--- src/rtl/jtbubl_vrom_fetch_if.sv ---
// Graphics-ROM fetch bus: video-side word request plus the SDRAM slot handshake.
// master = video path / SDRAM controller side, slave = the fetch stage.
interface jtbubl_vrom_fetch_if;
  // Video side: rom_cs/rom_addr are a level request; rom_data is usable only
  // while rom_ok is high. SDRAM side: sdram_req is a level held with a stable
  // sdram_addr until the one-cycle sdram_ack; sdram_rdy later strobes
  // sdram_din for one cycle. At most one request is ever outstanding.
  logic        rom_cs;
  logic [17:0] rom_addr;
  logic [31:0] rom_data;
  logic        rom_ok;
  logic [21:0] sdram_addr;
  logic        sdram_req;
  logic        sdram_ack;
  logic        sdram_rdy;
  logic [31:0] sdram_din;

  modport master (
    output rom_cs, rom_addr, sdram_ack, sdram_rdy, sdram_din,
    input  rom_data, rom_ok, sdram_addr, sdram_req
  );

  modport slave (
    input  rom_cs, rom_addr, sdram_ack, sdram_rdy, sdram_din,
    output rom_data, rom_ok, sdram_addr, sdram_req
  );
endinterface

--- src/rtl/jtbubl_vrom_fetch.sv ---
// Bubble Bobble graphics-ROM fetch stage: SDRAM request FSM with a tagged entry store.
// Define JTBUBL_VROM_CACHE_EN for a two-entry LRU tag cache; default keeps one entry.
module jtbubl_vrom_fetch #(
  parameter logic [21:0] BASE_ADDR = 22'h0
) (
  input  logic                      clk,
  input  logic                      rst,
  jtbubl_vrom_fetch_if.slave        vrom,
  output logic [1:0]                state_o
);

`ifdef JTBUBL_VROM_CACHE_EN
  localparam int WAYS = 2;
`else
  localparam int WAYS = 1;
`endif

  typedef enum logic [1:0] {
    ST_IDLE = 2'd0,
    ST_REQ  = 2'd1,
    ST_WAIT = 2'd2
  } state_t;

  state_t      state_q;
  logic        sdram_req_q;
  logic [21:0] sdram_addr_q;
  logic [17:0] req_addr_q;

  logic [WAYS-1:0] valid_q;
  logic [17:0]     tag_q  [WAYS];
  logic [31:0]     data_q [WAYS];

  logic            rom_ok_q;
  logic            rom_ok_d;
  logic [31:0]     rom_data_q;
  logic [31:0]     rom_data_d;

  logic [WAYS-1:0] way_hit;
  logic            any_hit;
  logic [31:0]     hit_data;
  logic            fill;
  logic            fwd;
  logic [WAYS-1:0] fill_sel;

`ifdef JTBUBL_VROM_CACHE_EN
  // lru_q names the entry the next fill replaces.
  logic lru_q;
  logic lru_d;
`endif

  always_comb begin
    way_hit  = '0;
    hit_data = '0;
    for (int i = 0; i < WAYS; i++) begin
      way_hit[i] = valid_q[i] && (tag_q[i] == vrom.rom_addr);
      if (way_hit[i]) hit_data = data_q[i];
    end
  end

  assign any_hit = |way_hit;
  assign fill    = (state_q == ST_WAIT) && vrom.sdram_rdy;

  // The returning word is forwarded so rom_ok rises the cycle after sdram_rdy
  // rather than waiting a further cycle for the stored entry to be compared.
  assign fwd = fill && vrom.rom_cs && (req_addr_q == vrom.rom_addr);

`ifdef JTBUBL_VROM_CACHE_EN
  assign fill_sel = lru_q ? 2'b10 : 2'b01;

  always_comb begin
    lru_d = lru_q;
    if (fill) lru_d = ~lru_q;
    else if (vrom.rom_cs && any_hit) lru_d = way_hit[0];
  end
`else
  assign fill_sel = 1'b1;
`endif

  always_comb begin
    rom_ok_d   = vrom.rom_cs && (any_hit || fwd);
    rom_data_d = rom_data_q;
    if (fwd) rom_data_d = vrom.sdram_din;
    else if (vrom.rom_cs && any_hit) rom_data_d = hit_data;
  end

  // Request FSM. Address changes never abort a transfer; the next miss is
  // picked up from IDLE once the current word has been stored.
  always_ff @(posedge clk or posedge rst) begin
    if (rst) begin
      state_q      <= ST_IDLE;
      sdram_req_q  <= 1'b0;
      sdram_addr_q <= '0;
      req_addr_q   <= '0;
    end else begin
      case (state_q)
        ST_IDLE: begin
          if (vrom.rom_cs && !any_hit) begin
            req_addr_q   <= vrom.rom_addr;
            sdram_addr_q <= BASE_ADDR + {4'd0, vrom.rom_addr};
            sdram_req_q  <= 1'b1;
            state_q      <= ST_REQ;
          end
        end
        ST_REQ: begin
          if (vrom.sdram_ack) begin
            sdram_req_q <= 1'b0;
            state_q     <= ST_WAIT;
          end
        end
        ST_WAIT: begin
          if (vrom.sdram_rdy) state_q <= ST_IDLE;
        end
        default: begin
          sdram_req_q <= 1'b0;
          state_q     <= ST_IDLE;
        end
      endcase
    end
  end

  always_ff @(posedge clk or posedge rst) begin
    if (rst) begin
      valid_q    <= '0;
      rom_ok_q   <= 1'b0;
      rom_data_q <= '0;
      for (int i = 0; i < WAYS; i++) begin
        tag_q[i]  <= '0;
        data_q[i] <= '0;
      end
`ifdef JTBUBL_VROM_CACHE_EN
      lru_q <= 1'b0;
`endif
    end else begin
      for (int i = 0; i < WAYS; i++) begin
        if (fill && fill_sel[i]) begin
          valid_q[i] <= 1'b1;
          tag_q[i]   <= req_addr_q;
          data_q[i]  <= vrom.sdram_din;
        end
      end
      rom_ok_q   <= rom_ok_d;
      rom_data_q <= rom_data_d;
`ifdef JTBUBL_VROM_CACHE_EN
      lru_q <= lru_d;
`endif
    end
  end

  assign vrom.rom_ok     = rom_ok_q;
  assign vrom.rom_data   = rom_data_q;
  assign vrom.sdram_req  = sdram_req_q;
  assign vrom.sdram_addr = sdram_addr_q;
  assign state_o         = state_q;

endmodule

--- src/flat_wrapper.sv ---
// flat-port wrapper written by rule: the top's interface ports become plain ports
module jtbubl_vrom_fetch_flat 
#(
  parameter logic [21:0] BASE_ADDR = 22'h0
)
  (clk, rst, state_o, vrom_rom_cs, vrom_rom_addr, vrom_sdram_ack, vrom_sdram_rdy, vrom_sdram_din, vrom_rom_data, vrom_rom_ok, vrom_sdram_addr, vrom_sdram_req);
  jtbubl_vrom_fetch_if vrom_i ();
  input  logic clk;
  input  logic rst;
  output logic [1:0] state_o;
  input wire logic [$bits(vrom_i.rom_cs)-1:0] vrom_rom_cs;
  input wire logic [$bits(vrom_i.rom_addr)-1:0] vrom_rom_addr;
  input wire logic [$bits(vrom_i.sdram_ack)-1:0] vrom_sdram_ack;
  input wire logic [$bits(vrom_i.sdram_rdy)-1:0] vrom_sdram_rdy;
  input wire logic [$bits(vrom_i.sdram_din)-1:0] vrom_sdram_din;
  output wire logic [$bits(vrom_i.rom_data)-1:0] vrom_rom_data;
  output wire logic [$bits(vrom_i.rom_ok)-1:0] vrom_rom_ok;
  output wire logic [$bits(vrom_i.sdram_addr)-1:0] vrom_sdram_addr;
  output wire logic [$bits(vrom_i.sdram_req)-1:0] vrom_sdram_req;
  assign vrom_i.rom_cs = vrom_rom_cs;
  assign vrom_i.rom_addr = vrom_rom_addr;
  assign vrom_i.sdram_ack = vrom_sdram_ack;
  assign vrom_i.sdram_rdy = vrom_sdram_rdy;
  assign vrom_i.sdram_din = vrom_sdram_din;
  assign vrom_rom_data = vrom_i.rom_data;
  assign vrom_rom_ok = vrom_i.rom_ok;
  assign vrom_sdram_addr = vrom_i.sdram_addr;
  assign vrom_sdram_req = vrom_i.sdram_req;
  jtbubl_vrom_fetch #(.BASE_ADDR(BASE_ADDR)) u_core (.clk(clk), .rst(rst), .vrom(vrom_i), .state_o(state_o));
endmodule
--- config.mk ---
export PLATFORM = sky130hd
export DESIGN_NAME = jtbubl_vrom_fetch_flat
export DESIGN_NICKNAME = d
export VERILOG_FILES = /design/src/rtl/jtbubl_vrom_fetch_if.sv /design/src/rtl/jtbubl_vrom_fetch.sv /design/src/flat_wrapper.sv
export SDC_FILE = /design/constraint.sdc
export NUM_CORES = 1
export LEC_CHECK = 0
export CAP_MARGIN = 0
export CORE_MARGIN = 3
export CORE_UTILIZATION = 30
export DETAILED_ROUTE_END_ITERATION = 16
export SETUP_SLACK_MARGIN = 0.4
export SYNTH_ARGS = -nofsm -noshare
export SYNTH_HDL_FRONTEND = slang
export SYNTH_SLANG_ARGS = --single-unit
--- constraint.sdc ---
create_clock -name clk -period 3.9 [get_ports clk]
set_input_delay 0.78 -clock clk [delete_from_list [all_inputs] [get_ports clk]]
set_output_delay 0.78 -clock clk [all_outputs]
set_load 0.1 [all_outputs]
==> qor.csv, run 1 <==
metric,value,unit
critPathLaunchType,register,
synth_common_cells,"dfrtp_1 (105), mux2_2 (64), nand2_1 (36)",
synth_cell_types,28,
seq_area,2630,um^2
critPathMaxFanout,7,
fin_crit,2790,ps
crit_arrival,2010,ps
grt_max_degree,106,
rsz0062_at_grt,no,
outcome,"finished, final reports clean",
cts-root-buf,clkbuf_16,
relSlewSlack,23.5,%
p_per_area,709,nW/um^2
gr-total-overflow,0,
yosysTopAreaCellShare,51.6,%
max_freq,359,MHz
hold_path_depth,1,
reg2reg_depth,6,
worst_slew_pin_slew,1150,ps
yosysWarnings,0,
synth.area.top_cells,"dfrtp_1 (52%), mux2_2 (14%), o32a_1 (6.3%)",
port_buffers,108,
clk_pin_slew,80,ps
fin_crit_sh,71.5,%
final_antenna_net_count,0,
drtIter0Drc,156,
grt_use_total,14.6,%
r2r_slack,1660,ps
die_x,136,um
cpLargestDelayFamily,buffers and inverters,
worstHoldPathType,register to register,
dp_hpwl,8.08,mm
clkSinkCount,105,
end_kind,output port,
final-hold-violation-count,0,
area_growth_syn_to_layout,31.4,%
dieArea,18600,um^2
synth_area,5090,um^2
coreArea,16200,um^2
worst-path-buf-inv,1,
path_cells,clkdlybuf4s50_1,
gp_congestion,0.778,
synth_largest_area_cell,dfrtp_1,
synth_seq_cells,105,
nets,556,
stdcell_area,6690,um^2
grt_pass1_wl,21.2,mm
cts_tree,yes,
path_class,register to output port,
synth_flop_cell,dfrtp_1,
clkLatencyLatePin,350,ps
std_cell_rows,46,
cts_resized,0,
cpPeakStageDelay,1180,ps
skew,12.0,ps
num_antenna_cells,0,
drv_cap,0,
dr.pass1.iters,4,
viasPerCell,4.98,
cts_buffer_depth,2,
cts_buffers,9,
die_h,136,um
ctsHoldBuffers,0,
drc_errors,0,
antenna_found_initial,0,
num_vias,3594,
p_total,0.00474,W
yosysMostFrequentCell,dfrtp_1,
fin_tns_setup,0,ps
post_cts_buffers,0,
setup_violations,0,
p_leak,2.66,nW
crit_cells,1,
totalWireLength,12.7,mm
peakVddDrop,0.000477,V
dpl-instance-area,6350,um^2
start_util,31.3,%
drive_gt1_share,21.7,%
crit_required,3120,ps
async_flop_share,100,%
wl_per_cell,17.6,um
syn_inst,409,
cts_max_level,3,
synth_edf_count,0,
avgSynthCellArea,12.4,um^2
io-pin-count,113,
yosysSeqAreaShare,51.6,%
slew_viol_final,0,
worst_slack,1110,ps
multi_input_area,2270,um^2
nFillCells,1538,
pre_cts_ws,727,ps
critPathSlowestCell,clkdlybuf4s50_1,
grt_pass1_vias,3974,
==> report_power, final <==
| part | internal, W | switching, W |
|---|---|---|
| registers | 0.00147 | 0.000279 |
| logic | 0.000739 | 0.00124 |
| clock network | 0.000577 | 0.000439 |
| total | 0.00278 | 0.00196 |
==> placed cells by master (no fill, tap or decap) <==
cell type	count
nand2b_1	2
nand3_1	3
nor2_1	2
o21ai_0	35
buf_12	2
nor3_1	1
xnor2_1	18
nand2_1	36
or2_2	1
clkinvlp_4	1
or2_1	1
inv_1	1
conb_1	4
clkinv_4	2
nand3b_1	1
nor4_1	4
a2bb2oi_2	17
nand3b_4	1
clkdlybuf4s50_1	108
a2bb2oi_1	15
or3_1	1
o211ai_1	1
bufinv_16	2
inv_8	2
buf_4	7
o32a_1	32
xor2_1	18
or3_4	1
nand4_1	4
inv_6	1
mux2_2	64
clkbuf_16	9
mux2_1	4
dfrtp_1	105
==> metrics by stage <==
stage | utilization, % | std cells | hold WS, ps
4_1_cts | 41.2 | 722 | 477
3_5_place_dp | 39.1 | 706 | 454
3_3_place_gp | 39.1 | 706 | 457
5_1_grt | 41.2 | 722 | 509
2_1_floorplan | - | 412 | 434
6_report | 41.2 | 722 | 478
==> flip-flops by register name (all words and copies together), names as in the netlist <==
| name | cells |
|---|---|
| u_core.state_o | 2 |
| u_core.vrom.rom_ok | 1 |
| u_core.vrom.sdram_req | 1 |
| u_core.tag_q | 18 |
| u_core.data_q | 32 |
| u_core.vrom.rom_data | 32 |
| u_core.req_addr_q | 18 |
| u_core.valid_q | 1 |
==> routing by layer <==
metal / vias to the layer above / track usage (%) / share of wire [%]
li1: 1684 / - / -
met1: 1814 / 18.9 / 45
met2: 85 / 23.6 / 48
met3: 11 / 4.29 / 6.1
met4: 0 / 4.42 / 1.2
met5: - / 0 / 0
==> final timing paths <==
| check | startpoint | end |
|---|---|---|
| max | u_core.state_o[1] | state_o[1] |
| min | u_core.valid_q | u_core.valid_q |
| max reg2reg | u_core.tag_q[16] | u_core.req_addr_q[16] |
| min reg2reg | u_core.valid_q | u_core.valid_q |
| max in group asynchronous | rst | u_core.data_q[28] |
| min in group asynchronous | rst | u_core.vrom.rom_data[6] |
==> final cells by class <==
type	count	share of cell area (%)
timing repair buffer	117	17.6
clock inverter	7	1.63
inverter	2	0.168
sequential	105	39.3
tap	216	4.04
clock buffer	9	3.37
multi-input combinational	266	33.9
==> logic make-up after synthesis <==
group,count (synthesis),synth area share (%)
DFF,105,51.6
AOI/OAI and AO/OA,100,17.5
muxes,68,15.1
and+or+nand+nor,58,5.56
buffers and inverters,41,3.98
xor gates and xnor gates,36,6.20
other,1,0.0737
Note: power is estimated with default switching activity, not from simulation.
==> inputs of run 2 (changes only) <==
clock period = 2.8 ns   (was 3.9 ns; I/O delays follow)
==> qor.csv, run 2 (same netlist as run 1, synthesis figures left out) <==
metric,value,unit,change
hold_start,u_core.valid_q,,unchanged
crit_arrival,2540,ps,was 2010 ps
coreArea,16200,um^2,unchanged
fin_tns_setup,0,ps,unchanged
r2r_slack,750,ps,was 1660 ps
cts_buffers,9,,unchanged
rsz0062_at_grt,no,,unchanged
critPathMaxFanout,8,,was 7
fin_crit,2310,ps,
nets,561,,was 556
fin_crit_sh,82.4,%,
die_h,136,um,unchanged
num_vias,3595,,was 3594
worstReg2RegEnd,u_core.req_addr_q[11],,was u_core.req_addr_q[16]
viasPerCell,4.94,,was 4.98
ctsHoldBuffers,0,,unchanged
gr-total-overflow,0,,unchanged
dr.pass1.iters,6,,was 4
crit_required,3030,ps,was 3120 ps
wl_per_cell,17.5,um,was 17.6 um
std_cell_rows,46,,unchanged
path_class,primary input to register,,was register to output port
relSlewSlack,51.2,%,was 23.5%
num_antenna_cells,0,,unchanged
grt_pass1_wl,20.8,mm,was 21.2 mm
gp_congestion,0.753,,was 0.778
skew,7.60,ps,was 12.0 ps
dieArea,18600,um^2,unchanged
final-hold-violation-count,0,,unchanged
final_cell_mix,"dfrtp_1 (104), buf_4 (65), mux2_2 (64)",,"was clkdlybuf4s50_1 (108), dfrtp_1 (105), mux2_2 (64)"
min_to,u_core.valid_q,,unchanged
outcome,"finished, final reports clean",,unchanged
drive_gt1_share,33.1,%,was 21.7%
final_antenna_net_count,0,,unchanged
grt_pass1_vias,3934,,was 3974
r2r_start,u_core.tag_q[0],,was u_core.tag_q[16]
grt_max_degree,106,,unchanged
clkSinkCount,105,,unchanged
cts-root-buf,clkbuf_16,,unchanged
antenna_found_initial,0,,unchanged
totalWireLength,12.7,mm,about the same
peakVddDrop,0.000863,V,was 0.000477 V
grt_use_total,14.4,%,was 14.6%
hold_path_depth,1,,unchanged
nFillCells,1575,,was 1538
drv_cap,0,,unchanged
start_util,31.3,%,unchanged
critPathLaunchType,primary input,,was register
end_kind,register,,was output port
worstHoldPathType,register to register,,unchanged
dp_hpwl,8.21,mm,was 8.08 mm
clk_pin_slew,70,ps,was 80 ps
area_growth_syn_to_layout,29.5,%,was 31.4%
slew_viol_final,0,,unchanged
clkLatencyLatePin,350,ps,about the same
setup_violations,0,,unchanged
reg2reg_depth,6,,unchanged
drc_errors,0,,unchanged
worst_slew_pin_slew,731,ps,was 1150 ps
max_freq,433,MHz,
mostFrequentLayoutCell,dfrtp_1,,was clkdlybuf4s50_1
p_per_area,977,nW/um^2,was 709 nW/um^2
cts_buffer_depth,2,,unchanged
die_x,136,um,unchanged
port_buffers,108,,unchanged
drtIter0Drc,229,,was 156
cts_tree,yes,,unchanged
p_total,0.00644,W,was 0.00474 W
io-pin-count,113,,unchanged
p_leak,2.84,nW,was 2.66 nW
cts_max_level,3,,unchanged
[run 2: worst max-delay path by stage]
stage	to	startpoint	slack [ps]	cells past startpoint
floorplan	u_core.vrom.rom_data[20]	u_core.req_addr_q[9]	430	7
global placement	u_core.req_addr_q[0]	vrom_rom_addr[0]	130	7
detailed placement	u_core.req_addr_q[8]	vrom_rom_addr[0]	80	7
CTS	u_core.req_addr_q[8]	vrom_rom_addr[0]	450	7
global route	u_core.req_addr_q[5]	vrom_rom_addr[3]	400	7
finish	u_core.req_addr_q[11]	vrom_rom_addr[3]	490	7
[run 2: routing by layer]
metal / wire (um) / vias to the layer above / GRT usage [%]
met2: 6130 / 94 / 24.3
met1: 5730 / 1811 / 18.1
li1: - / 1683 / -
met3: 731 / 7 / 4.26
met5: 0 / - / 0
met4: 109 / 0 / 3.70
[run 2: cell type report]
class	count	area (um^2)	share of cell area [%]
Clock buffer	11	243	3.69
Clock inverter	5	62.6	0.950
Tap cell	216	270	4.10
Multi-Input combinational cell	266	2270	34.4
Inverter	2	11.3	0.171
Sequential cell	105	2630	39.9
Timing Repair Buffer	122	1100	16.7
[run 2: stage by stage]
| step | std cells | util [%] | hold WS [ps] | area (um^2) | setup slack [ps] |
|---|---|---|---|---|---|
| 2_1_floorplan | 412 | - | 434 | 5100 | 426 |
| 3_3_place_gp | 710 | 38.5 | 451 | 6250 | 132 |
| 3_5_place_dp | 710 | 38.5 | 456 | 6250 | 79.6 |
| 4_1_cts | 726 | 40.4 | 477 | 6550 | 446 |
| 5_1_grt | 727 | 40.6 | 515 | 6590 | 400 |
| 6_report | 727 | 40.6 | 477 | 6590 | 492 |
[run 2: repair_timing]
action                     4_1_cts  5_1_grt
gates resized for setup          0       10
setup endpoints to repair        0       18
setup buffers                    0        1
[run 2: report_power, final]
group	internal, W	switching [W]
Combinational	0.000974	0.00172
Sequential	0.00205	0.000389
Clock	0.000727	0.000577
Total	0.00375	0.00269
[run 2: critical path, cell delays in order]
cell             delay (ps)
clkdlybuf4s50_1         530
xnor2_1                 130
nand4_1                 110
or3_4                   360
o211ai_1                270
buf_4                   230
mux2_2                  350
